[src/rtl/mips_pkg.sv]
// Shared MIPS32 definitions: default datapath width, opcode constants and the
// prefetch entry layout carried from fetch to decode.
package mips_pkg;

  localparam int XLEN_DEFAULT = 32;

  localparam logic [5:0] OP_HALT  = 6'h3F;
  localparam logic [5:0] OP_BEQZ  = 6'h34;
  localparam logic [5:0] OP_BNEQZ = 6'h35;
  localparam logic [5:0] OP_LD    = 6'h30;
  localparam logic [5:0] OP_ST    = 6'h31;

  typedef struct packed {
    logic [XLEN_DEFAULT-1:0] ir;
    logic [XLEN_DEFAULT-1:0] npc;
  } fetch_entry_t;

endpackage

[src/rtl/mips_fetch_queue_if.sv]
// Fetch-stage bus: branch/halt controls, instruction-memory port and the
// decode-side valid/ready handshake.
interface mips_fetch_queue_if
  import mips_pkg::*;
#(
  parameter int XLEN = XLEN_DEFAULT,
  parameter int AW   = 10
);
  logic            redirect_valid;
  logic [XLEN-1:0] redirect_pc;
  logic            halt;
  logic            imem_req;
  logic [AW-1:0]   imem_addr;
  logic [XLEN-1:0] imem_rdata;
  logic            out_valid;
  logic            out_ready;
  logic [XLEN-1:0] out_ir;
  logic [XLEN-1:0] out_npc;

  modport master (
    input  redirect_valid, redirect_pc, halt, imem_rdata, out_ready,
    output imem_req, imem_addr, out_valid, out_ir, out_npc
  );

  modport slave (
    output redirect_valid, redirect_pc, halt, imem_rdata, out_ready,
    input  imem_req, imem_addr, out_valid, out_ir, out_npc
  );
endinterface

[src/rtl/mips_sync_fifo.sv]
// Synchronous FIFO with flush, simultaneous push/pop and occupancy count.
// The head reads as zero while the FIFO is empty.
module mips_sync_fifo
  import mips_pkg::*;
#(
  parameter int WIDTH = 2 * XLEN_DEFAULT,
  parameter int DEPTH = 4,
  parameter int CW    = $clog2(DEPTH + 1)
) (
  input  logic             clk,
  input  logic             rst,
  input  logic             flush,
  input  logic             push,
  input  logic [WIDTH-1:0] push_data,
  input  logic             pop,
  output logic [WIDTH-1:0] head_data,
  output logic [CW-1:0]    count
);
  localparam int PW = $clog2(DEPTH);

  logic [WIDTH-1:0] mem_r [DEPTH];
  logic [PW-1:0]    wr_ptr_r;
  logic [PW-1:0]    rd_ptr_r;
  logic [CW-1:0]    count_r;
  logic             push_ok_s;
  logic             pop_ok_s;

  // Qualify push/pop against occupancy and select the head word.
  always_comb begin
    pop_ok_s  = pop && (count_r != {CW{1'b0}});
    push_ok_s = push && ((count_r < CW'(DEPTH)) || pop_ok_s);
    if (count_r != {CW{1'b0}}) begin
      head_data = mem_r[rd_ptr_r];
    end else begin
      head_data = {WIDTH{1'b0}};
    end
  end

  assign count = count_r;

  // Entry storage; stale words are harmless once the pointers are reset.
  always_ff @(posedge clk) begin
    if (push_ok_s) begin
      mem_r[wr_ptr_r] <= push_data;
    end
  end

  // Pointer and occupancy tracking; flush wins over any push in that cycle.
  always_ff @(posedge clk) begin
    if (rst || flush) begin
      wr_ptr_r <= {PW{1'b0}};
      rd_ptr_r <= {PW{1'b0}};
      count_r  <= {CW{1'b0}};
    end else begin
      if (push_ok_s) begin
        wr_ptr_r <= wr_ptr_r + PW'(1);
      end
      if (pop_ok_s) begin
        rd_ptr_r <= rd_ptr_r + PW'(1);
      end
      case ({push_ok_s, pop_ok_s})
        2'b10:   count_r <= count_r + CW'(1);
        2'b01:   count_r <= count_r - CW'(1);
        default: count_r <= count_r;
      endcase
    end
  end
endmodule

[src/rtl/mips_fetch_queue.sv]
// Prefetching MIPS32 fetch stage: PC, epoch, in-flight and halt tracking plus
// the credit-based issue rule feeding a prefetch queue that decode drains.
module mips_fetch_queue
  import mips_pkg::*;
#(
  parameter int              XLEN     = XLEN_DEFAULT,
  parameter int              AW       = 10,
  parameter int              QDEPTH   = 4,
  parameter logic [XLEN-1:0] RESET_PC = {XLEN{1'b0}}
) (
  input logic               clk,
  input logic               rst,
  mips_fetch_queue_if.master bus
);
  localparam int CW = $clog2(QDEPTH + 1);

  logic [XLEN-1:0]   pc_r;
  logic              inflight_r;
  logic [XLEN-1:0]   inflight_npc_r;
  logic              inflight_epoch_r;
  logic              epoch_r;
  logic              halted_r;
  logic [CW-1:0]     count_s;
  logic [2*XLEN-1:0] head_s;
  logic [CW:0]       occupancy_s;
  logic              out_valid_s;
  logic              pop_s;
  logic              push_s;
  logic              req_s;

  // In-flight requests hold a queue slot, so the queue can never overflow.
  always_comb begin
    out_valid_s = (count_s != {CW{1'b0}});
    pop_s       = out_valid_s && bus.out_ready;
    occupancy_s = {1'b0, count_s} + {{CW{1'b0}}, inflight_r} - {{CW{1'b0}}, pop_s};
    req_s       = !rst && !halted_r && !bus.halt && !bus.redirect_valid &&
                  (occupancy_s < (CW + 1)'(QDEPTH));
    push_s      = inflight_r && (inflight_epoch_r == epoch_r) && !bus.redirect_valid;
  end

  // PC, epoch, halt and in-flight bookkeeping.
  always_ff @(posedge clk) begin
    if (rst) begin
      pc_r             <= RESET_PC;
      inflight_r       <= 1'b0;
      inflight_npc_r   <= {XLEN{1'b0}};
      inflight_epoch_r <= 1'b0;
      epoch_r          <= 1'b0;
      halted_r         <= 1'b0;
    end else begin
      if (bus.halt) begin
        halted_r <= 1'b1;
      end
      if (bus.redirect_valid) begin
        pc_r    <= bus.redirect_pc;
        epoch_r <= ~epoch_r;
      end else if (req_s) begin
        pc_r <= pc_r + XLEN'(1);
      end
      inflight_r <= req_s;
      if (req_s) begin
        inflight_npc_r   <= pc_r + XLEN'(1);
        inflight_epoch_r <= epoch_r;
      end
    end
  end

  mips_sync_fifo #(
    .WIDTH (2 * XLEN),
    .DEPTH (QDEPTH),
    .CW    (CW)
  ) u_queue (
    .clk       (clk),
    .rst       (rst),
    .flush     (bus.redirect_valid),
    .push      (push_s),
    .push_data ({bus.imem_rdata, inflight_npc_r}),
    .pop       (pop_s),
    .head_data (head_s),
    .count     (count_s)
  );

  assign bus.imem_req  = req_s;
  assign bus.imem_addr = pc_r[AW-1:0];
  assign bus.out_valid = out_valid_s;
  assign bus.out_ir    = head_s[2*XLEN-1:XLEN];
  assign bus.out_npc   = head_s[XLEN-1:0];
endmodule
[src/flat_wrapper.sv]
// flat-port wrapper written by rule: the top's interface ports become plain ports
module mips_fetch_queue_flat import mips_pkg::*;
#(
  parameter int              XLEN     = XLEN_DEFAULT,
  parameter int              AW       = 10,
  parameter int              QDEPTH   = 4,
  parameter logic [XLEN-1:0] RESET_PC = {XLEN{1'b0}}
)
  (clk, rst, bus_redirect_valid, bus_redirect_pc, bus_halt, bus_imem_rdata, bus_out_ready, bus_imem_req, bus_imem_addr, bus_out_valid, bus_out_ir, bus_out_npc);
  mips_fetch_queue_if #(.XLEN(XLEN), .AW(AW)) bus_i ();
  input logic clk;
  input logic rst;
  input wire logic [$bits(bus_i.redirect_valid)-1:0] bus_redirect_valid;
  input wire logic [$bits(bus_i.redirect_pc)-1:0] bus_redirect_pc;
  input wire logic [$bits(bus_i.halt)-1:0] bus_halt;
  input wire logic [$bits(bus_i.imem_rdata)-1:0] bus_imem_rdata;
  input wire logic [$bits(bus_i.out_ready)-1:0] bus_out_ready;
  output wire logic [$bits(bus_i.imem_req)-1:0] bus_imem_req;
  output wire logic [$bits(bus_i.imem_addr)-1:0] bus_imem_addr;
  output wire logic [$bits(bus_i.out_valid)-1:0] bus_out_valid;
  output wire logic [$bits(bus_i.out_ir)-1:0] bus_out_ir;
  output wire logic [$bits(bus_i.out_npc)-1:0] bus_out_npc;
  assign bus_i.redirect_valid = bus_redirect_valid;
  assign bus_i.redirect_pc = bus_redirect_pc;
  assign bus_i.halt = bus_halt;
  assign bus_i.imem_rdata = bus_imem_rdata;
  assign bus_i.out_ready = bus_out_ready;
  assign bus_imem_req = bus_i.imem_req;
  assign bus_imem_addr = bus_i.imem_addr;
  assign bus_out_valid = bus_i.out_valid;
  assign bus_out_ir = bus_i.out_ir;
  assign bus_out_npc = bus_i.out_npc;
  mips_fetch_queue #(.XLEN(XLEN), .AW(AW), .QDEPTH(QDEPTH), .RESET_PC(RESET_PC)) u_core (.clk(clk), .rst(rst), .bus(bus_i));
endmodule
[config.mk]
export PLATFORM = sky130hd
export DESIGN_NAME = mips_fetch_queue_flat
export DESIGN_NICKNAME = d
export VERILOG_FILES = /design/src/rtl/mips_pkg.sv /design/src/rtl/mips_fetch_queue_if.sv /design/src/rtl/mips_sync_fifo.sv /design/src/rtl/mips_fetch_queue.sv /design/src/flat_wrapper.sv
export SDC_FILE = /design/constraint.sdc
export NUM_CORES = 1
export LEC_CHECK = 0
export CELL_PAD_IN_SITES_DETAIL_PLACEMENT = 0
export CELL_PAD_IN_SITES_GLOBAL_PLACEMENT = 1
export CORE_MARGIN = 1
export CORE_UTILIZATION = 29
export CTS_BUF_LIST = sky130_fd_sc_hd__clkbuf_4 sky130_fd_sc_hd__clkbuf_8 sky130_fd_sc_hd__clkbuf_16
export DETAILED_ROUTE_END_ITERATION = 10
export PLACE_DENSITY = 0.67
export SETUP_SLACK_MARGIN = 0.15
export SLEW_MARGIN = 40
export SYNTH_ARGS = -nofsm -noshare
export SYNTH_HDL_FRONTEND = slang
export SYNTH_SLANG_ARGS = --single-unit
[constraint.sdc]
create_clock -name clk -period 3.2 [get_ports clk]
set_input_delay 0.64 -clock clk [delete_from_list [all_inputs] [get_ports clk]]
set_output_delay 0.64 -clock clk [all_outputs]
set_load 0.005 [all_outputs]
==> metrics.txt, run 1 <==
status=finished with violations; failing checks=negative setup slack; Final Max Slew Viols=0; power consumption=9.32 mW; top cells by area, synth=edfxtp_1 56%, dfxtp_1 11%, mux4_2 11%; area occupied by multi-input gates=between 4000 and 5000 um2; antenna viol nets, final=0; Critical-path top delay cell=or4_4; sequential share of power=0.512; Peak VDD IR=between 0.2 and 0.3 mV; Port-buffer cells=approximately 140; Reg area=~9000 um2; Die X=219 um; fin crit share=1.06; sequential share of the synthesized area=0.676; CTS H-Tree Depth=2; Final min period=approximately 3400 ps; Worst setup SP type=flip-flop; Synth warnings=0; Pint=about 7.4 mW; Die ar.=roughly 48000 um2; HPWL after detailed placement=~21000 um; WL final=roughly 34000 um; Clk pwr share=0.440; first-pass GRT wire length=around 51000 um; vias in the first global route=~8500; clk root buf=clkbuf_16; Data arrival, critical path=3840 ps; total net switching power=1.95 mW; commonest cells in the netlist=256 x edfxtp_1, 77 x dfxtp_1, 73 x nor2_1; site row count=approximately 80; Crit path max-delay family=simple AND/OR/NAND/NOR gates; drt drc=0; nets=1181; HP Start=u_core.inflight_epoch_r; Via density=between 4 and 5; Initial Util=0.294; Clock Sinks=333; R2R Path End=u_core.pc_r[27]; largest net degree at the start of global routing=slightly below 70; most frequent cell after synthesis=edfxtp_1; Max Root-Sink Buffers=3; CORE AREA=around 46000 um2; Fin Clk Skew=approximately 27 ps; Leak=between 6 and 7 nW; Logic pwr share=0.048; post-synth top area share=0.563; number of buffers and inverters on the critical path=7; RSZ-0062 raised after global routing=true; MaxCap Viol Count=0; reg2reg start=u_core.u_queue.count[2]; setup ws final=-195 ps; average wire per cell in the routed design=around 19 um; vias=around 8300; power density cells=approximately 510 nW/um2; cells along the critical path=or3_4 -> and2_4 -> ha_4 -> inv_2 -> ha_4 -> and3b_2 -> or4_4 -> buf_6 -> buf_6 -> buf_6 -> and3_4 -> buf_12 -> buf_6 -> buf_6 -> or3_1 -> a311oi_2; Worst Hold Depth=2; CP Capture Type=flip-flop; Hold Crit Class=reg2reg; R2R cell count=16; clock latency on the worst-skew pair=~540 ps; number of CTS-inserted buffers=36; Setup-failing EPs final=31; CTS Hold Bufs=0; Rel. slew slack=0.478; TritonCTS clock tree=built; TritonRoute pass-1 iters=5; TNS Setup=-2920 ps; worst-margin pin slew=slightly below 800 ps; DIE HEIGHT=about 220 um; Fmax=approximately 290 MHz; Mapped Area=~14000 um2; slowest stage delay, CP=roughly 450 ps; sw frac=0.209; ys flop type=edfxtp_1; Post-synth EDFFs=around 260; IO Count=roughly 150; Fill cells=4408; Crit path top cell by count=buf_6; FF-to-FF setup slack=-190 ps; Distinct cells, synth=46; GRT overflow=0; Worst-path clk slew=about 60 ps; kind of critical path=reg2reg; ys async rst share=0; Area Growth Syn to Fin=32.8%; Hold Violations, Final=0; WHS Endpoint=u_core.inflight_epoch_r; diodes inserted=0; 1st-iter DRT viols=~500; Synth area leader=edfxtp_1; synthesis-stage register bit count=around 330; syn nets=976; fraction of layout cells with a size suffix above 1=0.227; gr usage total=0.142; WP data required=3640 ps; initial antenna violation count=0; Final GP Congestion=0.792; Avg Inst Size Synth=15.2 um2; Post-Synthesis Cells=about 900; peak fanout along the critical path=5
-- cells in the final DEF, fill, tap and decap left out, types with 17 or more instances in the layout --
cell type and instances:
a211oi_1 28, edfxtp_1 256, inv_1 28, nor2_1 73, or3_1 19, buf_4 38
dfxtp_1 74, clkdlybuf4s50_1 95, a311oi_1 20, buf_12 20, xor2_1 19, clkbuf_16 39
and2_1 63, buf_6 17, mux4_2 64, dlygate4sd2_1 43
-- kinds of logic after synthesis --
kind of cell,synth area share
AND/OR/NAND/NOR,0.0924
flip-flops,0.676
buffers and inverters,0.0293
multiplexers,0.106
AO/OA/AOI/OAI,0.0634
XOR/XNOR,0.0225
adder cells (fa/ha/maj),0.00972
-- layout make-up --
class,count,share of cell area
tap,607,0.0419
multi-input combinational,470,0.236
clock buffer,42,0.0541
clock inverter,21,0.0101
timing repair buffer,231,0.142
sequential,333,0.510
inverter,30,0.00622
-- worst reg2reg max path: stages (launching register included) --
cell,delay [ps]
dfxtp_2,320
or3_4,380
and2_4,160
ha_4,150
inv_2,50
ha_4,180
and3b_2,210
or4_4,450
buf_6,140
buf_6,100
buf_6,110
and3_4,160
buf_12,130
buf_6,110
buf_6,100
or3_1,320
a311oi_2,250
-- how the worst max path moves through the flow --
| stage | depth (start not counted) | endpoint | start |
|---|---|---|---|
| after floorplan | 10 | bus_imem_req | u_core.u_queue.count[2] |
| after global placement | 9 | bus_imem_req | bus_out_ready |
| after detailed placement | 9 | bus_imem_req | bus_out_ready |
| after CTS | 9 | bus_imem_req | u_core.u_queue.count[2] |
| after global routing | 16 | u_core.pc_r[21] | u_core.u_queue.count[2] |
| final | 16 | u_core.pc_r[27] | u_core.u_queue.count[2] |
-- power groups by stage --
stage / registers (mW) / logic, mW / clock network [mW]
floorplan: 4.84 / 0.190 / 0
global placement: 4.86 / 0.382 / 0
detailed placement: 4.86 / 0.388 / 0
CTS: 4.77 / 0.441 / 4.21
global route: 4.78 / 0.488 / 4.39
finish: 4.78 / 0.450 / 4.10
-- sequential cells by signal, summed over array words and instances, names as in the netlist, named ones only --
name / cells
u_core.epoch_r: 1
u_core.halted_r: 1
u_core.inflight_epoch_r: 1
u_core.inflight_npc_r: 32
u_core.inflight_r: 1
u_core.pc_r: 32
u_core.u_queue.count: 3
u_core.u_queue.mem_r: 256
u_core.u_queue.rd_ptr_r: 2
u_core.u_queue.wr_ptr_r: 2
-- what timing repair did --
action / in CTS / in global routing
pin swaps: 41 / 14
buffers inserted: 27 / 3
endpoints found under the setup margin: 121 / 87
gates cloned: 8 / 1
gates resized for setup: 122 / 19
-- stage by stage --
stage	hold WS [ps]	cell area (um2)	setup WS [ps]	utilization	instances
6_report	473	18100	-195	0.390	1734
5_1_grt	499	18100	-283	0.390	1734
4_1_cts	475	18000	-241	0.387	1730
3_5_place_dp	488	16100	-644	0.347	1632
2_1_floorplan	455	13700	104	-	897
3_3_place_gp	478	16100	-652	0.347	1632
-- per-layer routing --
metal  vias up  GRT usage  wire, um
met5         -          0         0
met4         0     0.0421       561
met3        37     0.0244      1640
met2       216      0.228     16000
met1      4181      0.195     15400
li1       3886          -         -
(Power assumes the default switching activity.)
==> run 2: changes to the inputs <==
--- a/config.mk
+++ b/config.mk
@@ -12,8 +12,10 @@
 export CTS_BUF_LIST = sky130_fd_sc_hd__clkbuf_4 sky130_fd_sc_hd__clkbuf_8 sky130_fd_sc_hd__clkbuf_16
 export DETAILED_ROUTE_END_ITERATION = 10
 export PLACE_DENSITY = 0.67
+export RECOVER_POWER = 25
 export SETUP_SLACK_MARGIN = 0.15
 export SLEW_MARGIN = 40
 export SYNTH_ARGS = -nofsm -noshare
 export SYNTH_HDL_FRONTEND = slang
 export SYNTH_SLANG_ARGS = --single-unit
+export TNS_END_PERCENT = 10
==> run 2 against run 1 <==
  * The run still ends with negative setup slack left
  * Cell count shrank 1.8%
  * Flip-flop and latch count is the same
  * Clock power is 1% lower
  * Non-clock buffer count decreased by 35
  * Critical path type is now reg2out
  * Largest cell class unchanged
==> metrics.txt, run 2 (same netlist as run 1, synthesis figures left out) <==
MaxCap Viol Count=0; Fmax=just under 300 MHz; max FFs per register=approximately 260; Post-DP Area=16100 um2; Fin Clk Skew=around 21 ps; Crit path max-delay family=simple AND/OR/NAND/NOR gates; Data arrival, critical path=2750 ps; kind of critical path=reg2out; setup ws final=-190 ps; 1st-iter DRT viols=between 500 and 600; Final Max Slew Viols=0; drt drc=0; WP data required=2560 ps; Final min period=roughly 3400 ps; CP Capture Type=primary output; first-pass GRT wire length=a little under 50000 um; Via density=approximately 4.7; Worst setup SP type=flip-flop; power consumption=slightly above 9 mW; Final GP Congestion=0.762; Die ar.=between 40000 and 50000 um2; fraction of layout cells with a size suffix above 1=0.205; number of buffers and inverters on the critical path=2; Clock Sinks=about 330; slowest stage delay, CP=450 ps; biggest regs=u_core.u_queue.mem_r x256, u_core.inflight_npc_r x32, u_core.pc_r x32; Hold Crit Class=reg2reg; Setup-failing EPs final=14; power density cells=522 nW/um2; Peak VDD IR=around 0.35 mV; gr usage total=0.134; Max Root-Sink Buffers=3; Die X=between 200 and 250 um; fin crit share=1.06; Post-Layout Cell Count=1703; cells along the critical path=or3_4 -> and2_4 -> ha_4 -> inv_2 -> ha_4 -> and3b_2 -> or4_4 -> a31oi_4 -> buf_6; average wire per cell in the routed design=18.9 um; Critical-path top delay cell=or4_4; HPWL after detailed placement=~20000 um; diodes inserted=0; most frequent cells in the layout=256 x edfxtp_1, 74 x dfxtp_1, 73 x nor2_1; RSZ-0062 raised after global routing=true; Fill cells=between 4000 and 5000; TritonCTS clock tree=built; commonest non-fill, non-tap cell in the layout=edfxtp_1; fin area=approximately 18000 um2; IO Count=145; worst-margin pin slew=slightly above 800 ps; antenna viol nets, final=0; Largest Register=u_core.u_queue.mem_r; number of CTS-inserted buffers=37; clock latency on the worst-skew pair=around 530 ps; DIE HEIGHT=219 um; status=finished with violations; failing checks=negative setup slack; Hold Violations, Final=0; GRT overflow=0; Crit path top cell by count=ha_4; fin util=0.382; initial antenna violation count=0; Rel. slew slack=0.458; Initial Util=0.294; peak fanout along the critical path=3; CORE AREA=approximately 46000 um2; Worst-path clk slew=about 60 ps; site row count=79; vias in the first global route=between 8000 and 9000; largest net degree at the start of global routing=68; nets=~1100; WL final=32200 um; vias=8078; Port-buffer cells=about 140; clk root buf=clkbuf_16; CTS H-Tree Depth=2; Placed Cells=1623; Area Growth Syn to Fin=29.9%; TritonRoute pass-1 iters=5; Leak=between 6 and 7 nW; hold_ws=around 470 ps
-- run 2: cell count changes in the layout (fill, tap and decap cells not counted), moves of 9 or more --
cell	delta
dlymetal6s2s_1	+36
clkdlybuf4s50_1	-26
dlygate4sd2_1	-17
buf_4	-15
dlygate4sd3_1	+9
-- run 2: power breakdown --
group          total [mW]  switching, mW  internal, mW
combinational       0.418          0.206         0.212
sequential           4.78         0.0733          4.70
clock                4.06           1.64          2.42
total                9.25           1.92          7.33
-- run 2: final cells by class --
class	count	area (um2)	area share
clock buffer	50	1060	0.0601
clock inverter	18	114	0.00642
inverter	30	113	0.00635
multi-input combinational	469	4270	0.241
sequential	333	9240	0.521
tap	607	759	0.0428
timing repair buffer	196	2170	0.123
-- run 2: metrics by stage --
stage / setup TNS [ps] / worst slack (ps)
after floorplan: 0 / 20.1
after global placement: -22340 / -610
after detailed placement: -23510 / -605
after CTS: -1280 / -213
after global routing: -3660 / -290
final: -1190 / -190
-- run 2: what timing repair did --
action,CTS,global route
setup endpoints to repair,112,103
buffers inserted,9,1
pin swaps,9,25
gates resized for setup,60,73
hold endpoints to repair,0,0
hold buffers,0,0
gates cloned,3,0
-- run 2: worst register-to-register path: stages (launching register included) --
cell	delay [ps]
dfxtp_2	320
or3_4	380
and2_4	160
ha_4	150
inv_2	50
ha_4	180
and3b_2	210
or4_4	450
buf_6	140
buf_6	100
buf_6	110
and3_4	170
buf_12	140
or4_1	460
a311oi_1	280
-- run 2: metal layers --
metal  track usage  vias to the layer above  share of wire  routed length (um)
li1              -                     3809              -                   -
met1         0.181                     4030           0.45               14500
met2         0.217                      201           0.48               15300
met3        0.0291                       38          0.057                1830
met4        0.0370                        0          0.017                 545
met5             0                        -              0                   0
-- run 2: path summary, 6_finish.rpt --
check                                             start                      end  slack, ps  cells past startpoint
worst max-delay path            u_core.u_queue.count[2]             bus_imem_req       -190                      9
worst min-delay path            u_core.inflight_epoch_r  u_core.inflight_epoch_r        470                      2
worst max register to register  u_core.u_queue.count[2]          u_core.pc_r[26]       -180                     14
worst min register to register  u_core.inflight_epoch_r  u_core.inflight_epoch_r        470                      2
==> run 3: changes to the inputs <==
--- a/config.mk
+++ b/config.mk
@@ -9,7 +9,6 @@
 export CELL_PAD_IN_SITES_GLOBAL_PLACEMENT = 1
 export CORE_MARGIN = 1
 export CORE_UTILIZATION = 29
-export CTS_BUF_LIST = sky130_fd_sc_hd__clkbuf_4 sky130_fd_sc_hd__clkbuf_8 sky130_fd_sc_hd__clkbuf_16
 export DETAILED_ROUTE_END_ITERATION = 10
 export PLACE_DENSITY = 0.67
 export RECOVER_POWER = 25
==> run 3 against run 2 <==
  * The run still ends with negative setup slack left
  * Cell count is the same
  * Clock skew decreased by 4.0 ps
  * Cell area down 0.21%
  * Hold slack gained 1.5 ps
  * Routed wire length about the same
  * Flip-flop and latch count unchanged
  * Non-clock buffer count did not move
  * Via count fell by 0.12%
==> metrics.txt, run 3 (same netlist as run 1, synthesis figures left out) <==
Worst setup SP type=flip-flop; sw frac=0.209; failing checks=negative setup slack; peak fanout along the critical path=3; average wire per cell in the routed design=~19 um; initial antenna violation count=0; Clk pwr share=0.433; DR WL met3=1820 um; Data arrival, critical path=approximately 2800 ps; Max Root-Sink Buffers=3; vias=8068; CP Capture Type=primary output; Worst-path clk slew=about 60 ps; TritonRoute pass-1 iters=5; IO Count=around 150; fraction of layout cells with a size suffix above 1=0.196; Fmax=around 290 MHz; first-pass GRT wire length=between 40000 and 50000 um; DR WL met2=around 15000 um; M1 WL=around 15000 um; gr usage total=0.134; diodes inserted=0; clk root buf=clkbuf_16; HPWL after detailed placement=~20000 um; Hold Violations, Final=0; Leak=roughly 6.5 nW; MaxCap Viol Count=0; power density cells=approximately 520 nW/um2; Clock Sinks=333; drt drc=0; Final min period=approximately 3400 ps; Initial Util=0.294; antenna viol nets, final=0; Largest Register=u_core.u_queue.mem_r; CORE AREA=between 40000 and 50000 um2; 1st-iter DRT viols=roughly 560; WL final=32100 um; worst-margin pin slew=slightly above 800 ps; most frequent cells in the layout=256 x edfxtp_1, 74 x dfxtp_1, 73 x nor2_1; HP Start=u_core.inflight_epoch_r; worst slack, placed=-605 ps; Final Max Slew Viols=0; reg2reg start=u_core.u_queue.count[2]; clock latency on the worst-skew pair=520 ps; CTS H-Tree Depth=2; kind of critical path=reg2out; Via density=4.74; setup ws final=-194 ps; total net switching power=around 1.9 mW; commonest non-fill, non-tap cell in the layout=edfxtp_1; max FFs per register=about 260; largest net degree at the start of global routing=~70; vias in the first global route=8122; number of CTS-inserted buffers=37; nets=roughly 1100; Critical Path Source=u_core.u_queue.count[2]; Rel. slew slack=0.457; top routing layer used=met4; fin crit share=1.06; DIE HEIGHT=about 220 um; biggest regs=u_core.u_queue.mem_r x256, u_core.inflight_npc_r x32, u_core.pc_r x32; site row count=approximately 80; Peak VDD IR=approximately 0.35 mV; GRT overflow=0; power consumption=around 9.2 mW; WP data required=~2600 ps; TritonCTS clock tree=built; Die ar.=47900 um2; Pint=between 7 and 8 mW; status=finished with violations; Area Growth Syn to Fin=29.6%; Logic pwr share=0.046; Hold Crit Class=reg2reg; Post-Layout Cell Count=about 1700; Placed Cells=between 1500 and 2000; RSZ-0062 raised after global routing=true; Final GP Congestion=~0.76; Setup-failing EPs final=14; sequential share of power=0.521; Fin Clk Skew=around 17 ps; Die X=219 um; CTS Hold Bufs=0; Port-buffer cells=144
-- run 3: cell counts in the layout (fill, tap and decap cells not counted) --
Identical to the previous run, type by type.
-- run 3: power by group through the flow --
| stage | logic [mW] | clock network [mW] | registers, mW |
|---|---|---|---|
| final | 0.419 | 3.97 | 4.78 |
| after global routing | 0.457 | 4.27 | 4.78 |
| after CTS | 0.411 | 4.09 | 4.77 |
| after detailed placement | 0.388 | 0 | 4.86 |
| after global placement | 0.383 | 0 | 4.86 |
| after floorplan | 0.190 | 0 | 4.84 |
-- run 3: through the flow --
stage	hold slack, ps	setup TNS [ps]	util	cell area, um2
after floorplan	455	0	-	13700
after CTS	494	-1280	0.375	17400
after global routing	507	-3660	0.381	17700
after global placement	477	-22340	0.346	16100
final	475	-1230	0.381	17700
after detailed placement	486	-23510	0.346	16100
-- run 3: path summary, 6_finish.rpt --
path         depth (start not counted)  slack (ps)                      end
min                                  2         470  u_core.inflight_epoch_r
min reg2reg                          2         470  u_core.inflight_epoch_r
max                                  9        -190             bus_imem_req
max reg2reg                         14        -180          u_core.pc_r[26]
-- run 3: final cells by class --
cell class              instances  area [um2]
flip-flops and latches        333        9240
multi-input cells             469        4270
inverters                      30         113
repair buffers                196        2170
fillers                      4416       28800
clock buffers                  50        1030
well taps                     607         759
clock inverters                18         114
-- run 3: worst max-delay path, stage by stage (launching register included) --
cell and delay (ps):
dfxtp_2 320, or3_4 380, and2_4 160, ha_4 150, inv_2 50, ha_4 180
and3b_2 210, or4_4 450, a31oi_4 220, buf_6 130
-- run 3: what timing repair did --
item,4_1_cts,5_1_grt
setup buffers,9,1
endpoints found under the setup margin,112,103
pin swaps,9,25
cloned,3,0
gates resized for setup,60,73
-- run 3: routing by layer --
layer	up-vias	global-route usage
li1	3809	-
met1	4015	0.181
met2	206	0.217
met3	38	0.0291
met4	0	0.0370
met5	-	0
==> RTL change (config.mk and constraints of run 1) <==
Change the package constant `XLEN_DEFAULT` from 32 to 40.
--- a/src/rtl/mips_pkg.sv
+++ b/src/rtl/mips_pkg.sv
@@ -2,7 +2,7 @@
 // prefetch entry layout carried from fetch to decode.
 package mips_pkg;
 
-  localparam int XLEN_DEFAULT = 32;
+  localparam int XLEN_DEFAULT = 40;
 
   localparam logic [5:0] OP_HALT  = 6'h3F;
   localparam logic [5:0] OP_BEQZ  = 6'h34;
Ports: changed (resized bus_imem_rdata, bus_out_ir, bus_out_npc and bus_redirect_pc); port bits go from 145 to 177. No check against the original RTL was run, so the function may have changed too.
==> RTL change against run 1 <==
Clock skew grew 0.0020 ns. Power increased by 26%. Synthesized area rose by 25%. Core utilization shrank 0.079 points. Cell area rose by 24%. Sequential cell count grew 80. Worst setup slack better by 0.040 ns. The run still ends with setup timing left. Cell count increased by 23%. Largest cell class unchanged. Die area grew 25%. Hold slack better by 0.027 ns. Routed wire length grew 23%. Critical path depth down 7.
==> RTL change: results (changes against run 1) <==
metric	value	unit	change
seq-cell-share	50.9	%	was 51.0%
place_congestion	0.786		was 0.792
synth-xor-area-share	3.86	%	was 2.25%
p_sw	2.49	mW	was 1.95 mW
synth_area_per_cell	15.5	um^2	was 15.2 um^2
largest_register_ffs	320		was 256
finalSetupTns	-0.155	ns	was -2.92 ns
cp_max_fo	2		was 5
wl_met3	1950	um	was 1640 um
dp_hpwl	25100	um	was 21000 um
violations	setup timing		unchanged
grt_max_degree	82		was 68
routed-wl-met2	19300	um	was 16000 um
synthAdderAreaFrac	0.778	%	was 0.972%
synth_edf_count	320		was 256
post_drt_wl_per_cell	19.4	um	about the same
grt_util_all_layers	13.7	%	was 14.2%
status	finished with violations		unchanged
setup_slack	-0.155	ns	was -0.195 ns
place_ws	-0.482	ns	was -0.644 ns
synth_commonest_cells	edfxtp_1, dfxtp_1, and2_1		was edfxtp_1, dfxtp_1, nor2_1
finalClockSkew	0.0290	ns	was 0.0270 ns
setup_viol	1		was 31
arrival	2.71	ns	was 3.84 ns
p_leak	7.62	nW	was 6.21 nW
nClkBuffers	56		was 42
-- RTL change: path summary, 6_finish.rpt --
path	endpoint	start	cells after the start	slack (ns)
worst max-delay path	bus_imem_req	u_core.u_queue.count[1]$_SDFFE_PP0P_	9	-0.15
worst min-delay path	u_core.u_queue.mem_r[1][17]$_DFFE_PP_	u_core.inflight_npc_r[17]$_SDFFE_PP0P_	0	0.50
worst max register to register	u_core.pc_r[33]$_SDFFE_PP0P_	u_core.u_queue.count[1]$_SDFFE_PP0P_	12	0.08
worst min register to register	u_core.u_queue.mem_r[1][17]$_DFFE_PP_	u_core.inflight_npc_r[17]$_SDFFE_PP0P_	0	0.50
-- RTL change: repair_timing --
item | CTS | global route
gates cloned | 9 | 4
setup endpoints to repair | 160 | 75
setup buffers | 33 | 9
gates resized for setup | 146 | 70
hold buffers | 0 | 0
pin swaps | 2 | 26
-- RTL change: layer usage --
metal	up-vias	GRT usage [%]
met2	219	21.7
met4	0	3.47
li1	4726	-
met3	60	2.85
met1	5024	19.1
met5	-	0
